**src/rtl/plusarg_timeout_bank_if.sv**
```systemverilog
// Config write port of plusarg_timeout_bank: one valid/ready write of a
// channel limit per cycle.
interface plusarg_timeout_bank_if #(
  parameter int CW    = 2,
  parameter int WIDTH = 32
);
  logic             cfg_valid;
  logic             cfg_ready;
  logic [CW-1:0]    cfg_chan;
  logic [WIDTH-1:0] cfg_data;

  modport master (output cfg_valid, output cfg_chan, output cfg_data, input  cfg_ready);
  modport slave  (input  cfg_valid, input  cfg_chan, input  cfg_data, output cfg_ready);
endinterface

```
**src/rtl/plusarg_timeout_bank.sv**
```systemverilog
// Bank of NCHAN watchdog channels, each with a runtime-writable cycle limit
// and a sticky timeout that fires when its activity window reaches the limit.
module plusarg_timeout_bank #(
  parameter string                    FORMAT  = "timeout=%d",
  parameter int                       NCHAN   = 4,
  parameter int                       WIDTH   = 32,
  parameter logic [NCHAN*WIDTH-1:0]   DEFAULT = '0
) (
  input  logic                     clock,
  input  logic                     reset,
  plusarg_timeout_bank_if.slave    cfg,
  input  logic [NCHAN-1:0]         active,
  input  logic [NCHAN-1:0]         kick,
  input  logic [NCHAN-1:0]         clear,
  output logic [NCHAN*WIDTH-1:0]   limit,
  output logic [NCHAN*WIDTH-1:0]   count,
  output logic [NCHAN-1:0]         timeout,
  output logic                     timeout_any
);

  localparam int CW = (NCHAN > 1) ? $clog2(NCHAN) : 1;

  // FORMAT is a label only; the limits always come from DEFAULT.
  if (NCHAN < 1 || WIDTH < 1 || FORMAT == "") begin : g_param_check
    $error("plusarg_timeout_bank: illegal parameterisation");
  end

  typedef enum logic [1:0] {
    CH_DISABLED,
    CH_IDLE,
    CH_COUNT,
    CH_EXPIRED
  } chan_mode_e;

  logic rdy_q;

  always_ff @(posedge clock) begin
    if (reset) rdy_q <= 1'b0;
    else       rdy_q <= 1'b1;
  end

  assign cfg.cfg_ready = rdy_q;

  for (genvar i = 0; i < NCHAN; i++) begin : g_chan
    logic [WIDTH-1:0] lim_q, lim_d;
    logic [WIDTH-1:0] cnt_q, cnt_d;
    logic             to_q, to_d;
    logic [WIDTH-1:0] cnt_inc;
    logic             wr_hit;
    chan_mode_e       mode;

    // Indices with no matching channel simply never hit, so they are dropped.
    assign wr_hit  = cfg.cfg_valid & rdy_q & (cfg.cfg_chan == CW'(i));
    assign cnt_inc = cnt_q + WIDTH'(1);

    always_comb begin
      if (to_q)               mode = CH_EXPIRED;
      else if (lim_q == '0)   mode = CH_DISABLED;
      else if (active[i])     mode = CH_COUNT;
      else                    mode = CH_IDLE;
    end

    // Priority: cfg write > clear > kick > increment/expire.
    always_comb begin
      lim_d = lim_q;
      cnt_d = cnt_q;
      to_d  = to_q;
      if (wr_hit) begin
        lim_d = cfg.cfg_data;
        cnt_d = '0;
        if (clear[i]) to_d = 1'b0;
      end else if (clear[i]) begin
        cnt_d = '0;
        to_d  = 1'b0;
      end else begin
        unique case (mode)
          CH_DISABLED, CH_IDLE: cnt_d = '0;
          CH_COUNT: begin
            if (kick[i]) begin
              cnt_d = '0;
            end else begin
              cnt_d = cnt_inc;
              if (cnt_inc == lim_q) to_d = 1'b1;
            end
          end
          CH_EXPIRED: ;
          default: ;
        endcase
      end
    end

    always_ff @(posedge clock) begin
      if (reset) begin
        lim_q <= DEFAULT[i*WIDTH +: WIDTH];
        cnt_q <= '0;
        to_q  <= 1'b0;
      end else begin
        lim_q <= lim_d;
        cnt_q <= cnt_d;
        to_q  <= to_d;
      end
    end

    assign limit[i*WIDTH +: WIDTH] = lim_q;
    assign count[i*WIDTH +: WIDTH] = cnt_q;
    assign timeout[i]              = to_q;
  end

  assign timeout_any = |timeout;

endmodule
```
**src/flat_wrapper.sv**
```systemverilog
// flat-port wrapper written by rule: the top's interface ports become plain ports
module plusarg_timeout_bank_flat 
#(
  parameter string                    FORMAT  = "          ",
  parameter int                       NCHAN   = 4,
  parameter int                       WIDTH   = 32,
  parameter logic [NCHAN*WIDTH-1:0]   DEFAULT = '0
)
  (clock, reset, active, kick, clear, limit, count, timeout, timeout_any, cfg_cfg_valid, cfg_cfg_chan, cfg_cfg_data, cfg_cfg_ready);
  plusarg_timeout_bank_if #(.WIDTH(WIDTH)) cfg_i ();
  input  logic clock;
  input  logic reset;
  input  logic [NCHAN-1:0] active;
  input  logic [NCHAN-1:0] kick;
  input  logic [NCHAN-1:0] clear;
  output logic [NCHAN*WIDTH-1:0] limit;
  output logic [NCHAN*WIDTH-1:0] count;
  output logic [NCHAN-1:0] timeout;
  output logic timeout_any;
  input wire logic [$bits(cfg_i.cfg_valid)-1:0] cfg_cfg_valid;
  input wire logic [$bits(cfg_i.cfg_chan)-1:0] cfg_cfg_chan;
  input wire logic [$bits(cfg_i.cfg_data)-1:0] cfg_cfg_data;
  output wire logic [$bits(cfg_i.cfg_ready)-1:0] cfg_cfg_ready;
  assign cfg_i.cfg_valid = cfg_cfg_valid;
  assign cfg_i.cfg_chan = cfg_cfg_chan;
  assign cfg_i.cfg_data = cfg_cfg_data;
  assign cfg_cfg_ready = cfg_i.cfg_ready;
  plusarg_timeout_bank #(.FORMAT(FORMAT), .NCHAN(NCHAN), .WIDTH(WIDTH), .DEFAULT(DEFAULT)) u_core (.clock(clock), .reset(reset), .cfg(cfg_i), .active(active), .kick(kick), .clear(clear), .limit(limit), .count(count), .timeout(timeout), .timeout_any(timeout_any));
endmodule
```
**config.mk**
```make
export PLATFORM = sky130hd
export DESIGN_NAME = plusarg_timeout_bank_flat
export DESIGN_NICKNAME = d
export VERILOG_FILES = /design/src/rtl/plusarg_timeout_bank_if.sv /design/src/rtl/plusarg_timeout_bank.sv /design/src/flat_wrapper.sv
export SDC_FILE = /design/constraint.sdc
export NUM_CORES = 1
export LEC_CHECK = 0
export ABC_AREA = 1
export CORE_MARGIN = 2
export CORE_UTILIZATION = 35
export CTS_BUF_LIST = sky130_fd_sc_hd__clkbuf_8
export CTS_CLUSTER_SIZE = 12
export DETAILED_ROUTE_END_ITERATION = 8
export SETUP_SLACK_MARGIN = 0.05
export SLEW_MARGIN = 20
export SYNTH_ARGS = -nofsm -noshare
export SYNTH_HDL_FRONTEND = slang
export SYNTH_SLANG_ARGS = --single-unit
```
**constraint.sdc**
```tcl
create_clock -name clock -period 1.7 [get_ports clock]
set_clock_uncertainty 0.1 [all_clocks]
set_input_delay 0.255 -clock clock [delete_from_list [all_inputs] [get_ports clock]]
set_output_delay 0.255 -clock clock [all_outputs]
set_load 0.05 [all_outputs]
```
# --- Word-level counts from Yosys, hierarchy flattened ---
# Cells that the tools add are included.
word_totals:
  ff_bits: 261
  memories: 0
  inputBits: 49
  latch_bits: 0
  ram_bits: 0
  word_cells: 124
  rom_bits: 0
op_classes:
  n_eq_ne: 23
  div: 0
  n_shift: 0
  reduce_logical: 34
  n_mul: 0
  bitwise_logic: 5
  n_lt_le_gt_ge: 0
  mux: 45
  add_sub_neg: 4
op_table:
  columns: ["cell", "n"]
  rows:
  - ["$pmux W32 S2", 4]
  - ["$add A32 B1 Y32 const B", 4]
  - ["$eq A32 B32 Y1", 4]
  - ["$logic_not A32 Y1", 4]
  - ["$mux W32", 4]
  - ["$mux W1", 25]
  - ["$mux W2", 12]
  - ["$reduce_bool A2 Y1", 12]
  - ["$reduce_and A4 Y1", 4]
  - ["$eq A2 B2 Y1 const B", 6]
  - ["$reduce_or A3 Y1", 4]
  - ["$eq A2 B1 Y1 const B", 5]
  - ["$logic_not A2 Y1", 5]
  - ["$ne A2 B1 Y1 const B", 4]
  - ["$ne A2 B2 Y1 const B", 4]
  - ["$reduce_or A2 Y1", 4]
  - ["$and A1 B1 Y1", 5]
  - ["$reduce_or A4 Y1", 1]

# --- Longest topological paths before layout ---
# Gate-level depths: netlist of the first run.
depth:
  depth_word: 7
  ltp_mapped: 16
  ltp_nobuf: 15

# --- Worst setup path after synthesis of the first run ---
# No wires, ideal clock.
synth_timing:
  path_kind: "register -> register"
  start: "reg u_core.g_chan[3].cnt_q[0]"
  end: "reg u_core.g_chan[3].to_q"
  path_stages_with_launch: 16
  t_required_ps: 1530
  synth_period_minus_slack_ps: 2366
  arrival_time_ps: 2197
  setup_slack_ps: -666
  cell_sequence: "dfxtp_1 > ha_1 > nand2_2 > nor2_4 > nand2_2 > nor2_2 > nand2_1 > nand2_1 > nand2_1 > nand2_1 > nand2_1 > nor2_1 > nand2_1 > nor2_1 > nand3_1 > a21oi_1"
synth_between:
  elab_chain_cells: 4
synth_rtl:
  columns: ["element", "line", "text"]
  rows:
  - ["from (decl)", "plusarg_timeout_bank.sv:46", "logic [WIDTH-1:0] cnt_q, cnt_d;"]
  - ["from (signal assigned)", "plusarg_timeout_bank.sv:99", "cnt_q <= cnt_d;"]
  - ["$add A32 B1 Y32", "plusarg_timeout_bank.sv:54", "assign cnt_inc = cnt_q + WIDTH'(1);"]
  - ["$eq A32 B32 Y1", "plusarg_timeout_bank.sv:83", "if (cnt_inc == lim_q) to_d = 1'b1;"]
  - ["$reduce_bool A2 Y1 (no line)", null, null]
  - ["$reduce_and A4 Y1 (no line)", null, null]
  - ["to (signal assigned)", "plusarg_timeout_bank.sv:100", "to_q <= to_d;"]
  - ["to (decl)", "plusarg_timeout_bank.sv:47", "logic to_q, to_d;"]
# No other way between the ends.
# A chain may end at the register's enable or synchronous reset.

# --- Worst setup path after layout of the first run ---
layout_timing:
  start: "reg u_core.g_chan[0].cnt_q[0]"
  end: "reg u_core.g_chan[0].to_q"
layout_between:
  elab_chain_cells: 4
layout_rtl:
  columns: ["element", "line"]
  rows:
  - ["from (decl)", "plusarg_timeout_bank.sv:46"]
  - ["from (signal assigned)", "plusarg_timeout_bank.sv:99"]
  - ["$add A32 B1 Y32", "plusarg_timeout_bank.sv:54"]
  - ["$eq A32 B32 Y1", "plusarg_timeout_bank.sv:83"]
  - ["$reduce_bool A2 Y1 (no line)", null]
  - ["$reduce_and A4 Y1 (no line)", null]
  - ["to (signal assigned)", "plusarg_timeout_bank.sv:100"]
  - ["to (decl)", "plusarg_timeout_bank.sv:47"]
# No other way between the ends.

==> results of run 1 <==
==> layout make-up <==
type                       instances  area, um2
antenna                            1       2.50
clock buffer                      62        853
clock inverter                    30        183
fill                            3733      13800
inverter                         296       1160
multi-input combinational       2061      11600
sequential                       261       5790
tap                              600        751
timing repair buffer            1073      11300
==> cells in the final DEF (no fill, tap or decap), types with 4 or more instances in the layout <==
cell and count:
a21oi_1 172, ha_4 4, o21bai_4 4, dfxtp_2 157, buf_4 547, buf_6 269
clkbuf_16 8, bufbuf_16 5, xnor2_2 6, nand2_4 46, nor2_1 248, nor2_4 66
nand4_1 23, clkbuf_8 62, inv_2 29, nand3_2 73, clkinv_1 4, xnor3_1 8
dfxtp_1 6, nand3b_1 12, nand2_1 717, nand3_1 224, clkinv_2 12, dfxtp_4 98
xor2_1 5, nand3_4 18, buf_12 70, o21ai_0 120, inv_4 13, nand2_2 132
clkdlybuf4s50_1 48, o21ai_1 14, a21oi_2 69, nor2_2 56, o21ai_2 9, buf_8 126
inv_1 262, xor3_1 4
==> metrics by stage <==
step | utilization | power, mW | TNS, ns
global route | 0.697 | 16.2 | -17.33
global placement | 0.551 | 8.62 | -87.99
floorplan | - | 7.51 | -1.02
CTS | 0.642 | 15.4 | -4.43
detailed placement | 0.551 | 8.62 | -91.61
finish | 0.697 | 15.7 | -10.14
==> repair_timing <==
item / CTS / global route
buffers inserted: 63 / 76
endpoints found under the setup margin: 317 / 340
pin swaps: 103 / 217
gates resized for setup: 683 / 516
gates cloned: 7 / 11
==> worst max-delay path, stage by stage, from the launching register on <==
cell and delay (ns):
dfxtp_4 0.39, ha_4 0.15, nand2_4 0.05, nor2_4 0.21, nand2_4 0.11, nor2_4 0.21
inv_2 0.06, nand2_2 0.08, nand2_1 0.07, nand2_1 0.08, nand2_1 0.07, nor2_1 0.10
nand3_1 0.14, nor2_1 0.12, nand3_1 0.11, a21oi_2 0.13
==> cells in the mapped netlist (2+ instances only) <==
library cell	n
a211oi_1	3
a21oi_1	241
a22oi_1	2
a32oi_1	4
and2_1	2
buf_4	4
clkbuf_1	77
clkinv_1	5
dfxtp_1	261
ha_1	4
inv_1	284
inv_2	7
nand2_1	876
nand2_2	17
nand2_4	3
nand3_1	312
nand3_2	2
nand3b_1	12
nand4_1	23
nor2_1	333
nor2_2	16
nor2_4	20
nor3_1	5
o21ai_0	137
o21ai_1	6
o21bai_1	5
o21bai_2	2
or2_2	3
xnor2_1	9
xnor3_1	8
xor2_1	7
xor3_1	4
==> state kept, by name (all words and copies together), names as in the netlist <==
| signal | count |
|---|---|
| u_core.g_chan.cnt_q | 128 |
| u_core.cfg.cfg_ready | 1 |
| u_core.g_chan.lim_q | 128 |
| u_core.g_chan.to_q | 4 |
==> kinds of logic (layout without fill, tap and decap cells) <==
logic type	Yosys count	after routing
adders and majority gates	4	4
and+or+nand+nor	1627	1628
AOI/OAI and AO/OA	401	401
other	0	1
buffers and inverters	379	1461
xor gates and xnor gates	28	28
DFF	261	261
==> per-layer routing <==
layer / vias up / global-route usage / part of all wire
met1: 10800 / 0.425 / 0.40
met5: - / 0 / 0
met4: 0 / 0.145 / 0.050
li1: 10800 / - / -
met3: 268 / 0.0525 / 0.080
met2: 1065 / 0.542 / 0.47
==> report_power, final <==
| part | internal [mW] | leakage (nW) | switching, mW |
|---|---|---|---|
| Combinational | 1.07 | 10.9 | 1.67 |
| Sequential | 6.12 | 2.27 | 0.127 |
| Clock | 3.59 | 0.595 | 3.12 |
| Total | 10.8 | 13.8 | 4.91 |
==> worst max-delay path by stage <==
stage / to / start / cells past startpoint / slack (ns)
final: u_core.g_chan[0].to_q / u_core.g_chan[0].cnt_q[0] / 15 / -0.57
after global routing: u_core.g_chan[3].to_q / u_core.g_chan[3].cnt_q[0] / 14 / -0.66
after CTS: u_core.g_chan[3].to_q / u_core.g_chan[3].cnt_q[0] / 16 / -0.45
after detailed placement: u_core.g_chan[2].cnt_q[2] / cfg_cfg_chan[0] / 9 / -0.66
after global placement: u_core.g_chan[3].to_q / cfg_cfg_valid / 14 / -0.64
after floorplan: u_core.g_chan[3].to_q / u_core.g_chan[3].cnt_q[0] / 13 / -0.26
==> reports/qor.json, run 1 <==
{
  "run_status": {
    "run_status": "finished, violations left",
    "violations": "negative setup slack"
  },
  "synth": {
    "synth-main-ff-cell": "dfxtp_1",
    "ys_warn_count": 0,
    "dominant_combinational_cell_family_by_area_after_synthesis": "simple AND/OR/NAND/NOR gates",
    "syn_area_per_cell_um2": 5.97,
    "yosys.area.top_type": "dfxtp_1",
    "synth-async-reset-ratio": 0,
    "post_synth_xor_area_fraction": 0.0258,
    "post_synth_main_area_contributors": "dfxtp_1 (32%), nand2_1 (20%), nand3_1 (9.7%)",
    "synth_nets": 2753,
    "synthSimpleGateAreaFrac": 0.429,
    "ys_types": 38,
    "synth-compound-area-share": 0.128,
    "syn_inst": 2700,
    "synth_seq_cells": 261,
    "mappedNetlistArea_mm2": 0.0161,
    "synth.mux.area_fraction": 0,
    "number_of_synthesized_flops_with_an_enable_pin": 0,
    "synth_top_area_share": 0.324,
    "synth_seq_area_share": 0.324,
    "post_synth_fa_ha_maj_area_fraction": 0.00310
  },
  "job": {
    "maxCapViolations": 0
  },
  "placed_design": {
    "finalWeightedCongestion": 0.969,
    "hpwl_um": 59700,
    "detailed_place.area_mm2": 0.0250,
    "pre_cts_ws_ns": -0.663,
    "place.detailed.instances": 4158,
    "port_buffers": 310
  },
  "floorplanning": {
    "start_util": 0.355,
    "floorplan.io_pins": 311,
    "core_area_mm2": 0.0454,
    "chipHeight_um": 219,
    "die_w_um": 219,
    "floorplan.die_area_mm2": 0.0478,
    "placement_rows": 78
  },
  "critical_path": {
    "cp.required_ns": 2.18,
    "cp_capture_type": "flop",
    "regToRegStartpoint": "u_core.g_chan[0].cnt_q[0]",
    "critPathLaunchType": "flop",
    "reg_to_reg_slack_setup_ns": -0.57,
    "path_max_fanout": 4,
    "regToRegEndpoint": "u_core.g_chan[0].to_q",
    "path_class": "flop to flop",
    "rr_worst_depth": 15,
    "critical_path_arrival_ns": 2.75
  },
  "global_routing": {
    "first_global_vias": 21400,
    "grt.total_usage": 0.330,
    "antenna_found_initial": 2,
    "wire_length_of_the_first_global_routing_pass_um": 121000,
    "grt_start_max_net_pins": 35,
    "globalRoute.totalOverflow": 0
  },
  "drt": {
    "drtAntennaViolNets": 0,
    "post_drt_via_cell_ratio": 5.22,
    "drt_pre_antenna_iters": 5,
    "drt_drc_violations_left": 0,
    "avgRoutedWirePerCell_um": 19.5,
    "drt_first_iter_violations": 1918,
    "vias": 22900,
    "detail_route.wirelength_um": 85700
  },
  "clocking": {
    "ctsLongestPathBuffers": 3,
    "cts_made_buffers": 50,
    "cts-hold-fix-buffers": 0,
    "h-tree-depth": 2,
    "clk_pin_slew_worst_setup_hold_paths_ns": 0.07,
    "tritoncts": "built",
    "clock_tree.root_cell": "clkbuf_8",
    "worst_skew_pair.late_latency_ns": 0.66,
    "clock_sink_count": 261
  },
  "layout": {
    "final_area_mm2": 0.0316,
    "final_instance_count_excl_fillers": 4384,
    "layout-area-overhead-vs-synth_pct": 96.1,
    "nets": 3796,
    "post_route_cells_drive_above_1_share": 0.503
  },
  "sta": {
    "timing.max_slew.rel_slack": 0.615,
    "post-route-worst-setup-slack_ns": -0.565,
    "timing.final.setup_violations": 99,
    "max_freq_mhz": 441,
    "worst-slew-pin-transition_ns": 0.575,
    "drv_slew": 0,
    "final_number_of_hold_violating_endpoints": 0,
    "hold_slack_ns": 0.176,
    "final.min_clock_period_ns": 2.27,
    "grt_setup_unrepaired": "yes",
    "fin_crit_sh": 1.33
  },
  "worst_hold_path": {
    "holdPathEnd": "u_core.g_chan[2].to_q",
    "hold_path_stages": 3,
    "worst_hold_startpoint": "clear[2]",
    "min_path_type": "input pin to flop"
  },
  "power": {
    "cell_pwr_density_mw_per_mm2": 496,
    "irDropWorstVdd_mv": 0.489,
    "power.leakage_nw": 13.8
  }
}
No activity file was read; power rests on OpenSTA's default activity.
==> inputs of run 2 (changes only) <==
DONT_BUFFER_PORTS = 1   (was unset)
==> run 2 against run 1 <==
Effect of this change: the flow still finishes with violations (negative setup slack); global-route usage is 0.36 points lower; worst hold slack worse by 0.14 ns; combinational power decreased by 8.0%; count of clock-buffer cells in the layout grew 2; worst setup slack better by 0.050 ns; sequential share of layout area increased by 1.4 points; via count fell by 3.9%; clock power decreased by 3.4%; critical path depth increased by 1; non-clock buffer count fell by 154.
==> reports/qor.json, run 2 (synthesis gave the netlist of run 1 again) <==
{
  "critical_path": {
    "path_max_fanout": 3,
    "cp_capture_type": "flop",
    "regToRegStartpoint": "u_core.g_chan[3].cnt_q[2]",
    "cp.required_ns": 2.19,
    "startpoint": "u_core.g_chan[3].cnt_q[2]",
    "critical_path_arrival_ns": 2.70,
    "path_class": "flop to flop",
    "reg_to_reg_slack_setup_ns": -0.52,
    "critPathLaunchType": "flop"
  },
  "placed_design": {
    "pre_cts_ws_ns": -0.482,
    "port_buffers": 0,
    "finalWeightedCongestion": 0.971,
    "hpwl_um": 58600,
    "place.detailed.instances": 3962
  },
  "power": {
    "power.leakage_nw": 12.6,
    "cell_pwr_density_mw_per_mm2": 519,
    "irDropWorstVdd_mv": 0.572,
    "fin_total_pwr_mw": 15.2
  },
  "sta": {
    "max_freq_mhz": 451,
    "drv_slew": 0,
    "timing.final.setup_violations": 60,
    "fin_crit_sh": 1.30,
    "post-route-worst-setup-slack_ns": -0.515,
    "final_number_of_hold_violating_endpoints": 0,
    "grt_setup_unrepaired": "yes",
    "final.min_clock_period_ns": 2.22,
    "timing.max_slew.rel_slack": 0.586,
    "worst-slew-pin-transition_ns": 0.620
  },
  "layout": {
    "layout-area-overhead-vs-synth_pct": 81.6,
    "layout.cells.most_common_list": "nand2_1 (736), buf_4 (563), inv_1 (284)",
    "post_route_cells_drive_above_1_share": 0.469,
    "nets": 3641,
    "final_common_cell": "nand2_1",
    "largestRegisters": "u_core.g_chan.cnt_q (128), u_core.g_chan.lim_q (128), u_core.g_chan.to_q (4)",
    "final_instance_count_excl_fillers": 4239
  },
  "global_routing": {
    "wire_length_of_the_first_global_routing_pass_um": 119000,
    "grt.total_usage": 0.326,
    "first_global_vias": 20500,
    "globalRoute.totalOverflow": 0,
    "antenna_found_initial": 11,
    "grt_start_max_net_pins": 36
  },
  "worst_hold_path": {
    "min_path_type": "input pin to flop",
    "worst_hold_startpoint": "cfg_cfg_chan[1]"
  },
  "drt": {
    "drt_first_iter_violations": 1769,
    "drt_drc_violations_left": 0,
    "detail_route.wirelength_um": 83800,
    "drtAntennaViolNets": 0,
    "avgRoutedWirePerCell_um": 19.8,
    "drt_pre_antenna_iters": 7,
    "vias": 22000,
    "post_drt_via_cell_ratio": 5.19
  },
  "floorplanning": {
    "placement_rows": 78,
    "core_area_mm2": 0.0454,
    "die_w_um": 219,
    "floorplan.die_area_mm2": 0.0478,
    "floorplan.io_pins": 311,
    "chipHeight_um": 219,
    "start_util": 0.355
  },
  "clocking": {
    "clock_tree.root_cell": "clkbuf_8",
    "h-tree-depth": 2,
    "ctsLongestPathBuffers": 3,
    "clk_pin_slew_worst_setup_hold_paths_ns": 0.06,
    "cts_made_buffers": 50,
    "clock_sink_count": 261,
    "worst_skew_pair.late_latency_ns": 0.67,
    "tritoncts": "built"
  },
  "run_status": {
    "run_status": "finished, violations left",
    "violations": "negative setup slack"
  },
  "job": {
    "maxCapViolations": 0
  }
}
run 2: path summary, 6_finish.rpt:
check	to	depth (start not counted)
hold / removal	u_core.g_chan[2].lim_q[28]	4
setup / recovery	u_core.g_chan[3].to_q	16
setup reg to reg	u_core.g_chan[3].to_q	16
hold reg to reg	u_core.g_chan[0].lim_q[18]	2
run 2: what timing repair did:
| item | 4_1_cts | 5_1_grt |
|---|---|---|
| pin swaps | 109 | 196 |
| cloned | 10 | 4 |
| resized for setup | 495 | 489 |
| buffers inserted | 53 | 86 |
| setup endpoints to repair | 287 | 232 |
| hold endpoints to repair | 242 | 0 |
| hold buffers | 44 | 0 |
run 2: layout make-up:
class / instances / area (um2)
antenna: 9 / 22.5
clock buffer: 64 / 881
clock inverter: 30 / 130
fill: 3881 / 16100
inverter: 296 / 1150
multi-input combinational: 2060 / 11600
sequential: 261 / 5770
tap: 600 / 751
timing repair buffer: 919 / 9030
run 2: critical path: stages, from the launching register on:
cell     delay (ns)
dfxtp_4        0.36
buf_4          0.14
buf_6          0.12
buf_12         0.14
inv_1          0.07
nand2_1        0.11
nand2_1        0.08
nand2_1        0.04
nand2_1        0.06
nand3_1        0.11
nor2_1         0.13
nand2_1        0.07
nor2_1         0.11
nand3_1        0.10
nor2_1         0.13
nand3_1        0.11
a21oi_2        0.13
run 2: layer usage:
layer  global-route usage  part of all wire  up-vias
met1                0.402              0.40    10300
li1                     -                 -    10500
met5                    0           0.00012        -
met3               0.0900             0.089      267
met4                0.182             0.056        2
met2                0.513              0.46      913
run 2: metrics by stage:
step	util	setup TNS, ns	area (um2)	hold WS, ns
final	0.645	-6.67	29300	0.0372
after global routing	0.645	-12.73	29300	0.0360
after CTS	0.592	-3.97	26900	0.00611
after detailed placement	0.505	-11.61	22900	0.302
after global placement	0.505	-9.11	22900	0.294
after floorplan	-	-1.02	16800	0.290
run 2: power by group:
part	internal [mW]	total, mW	switching [mW]
Clock	3.37	6.48	3.10
Combinational	0.887	2.52	1.63
Sequential	6.13	6.21	0.0812
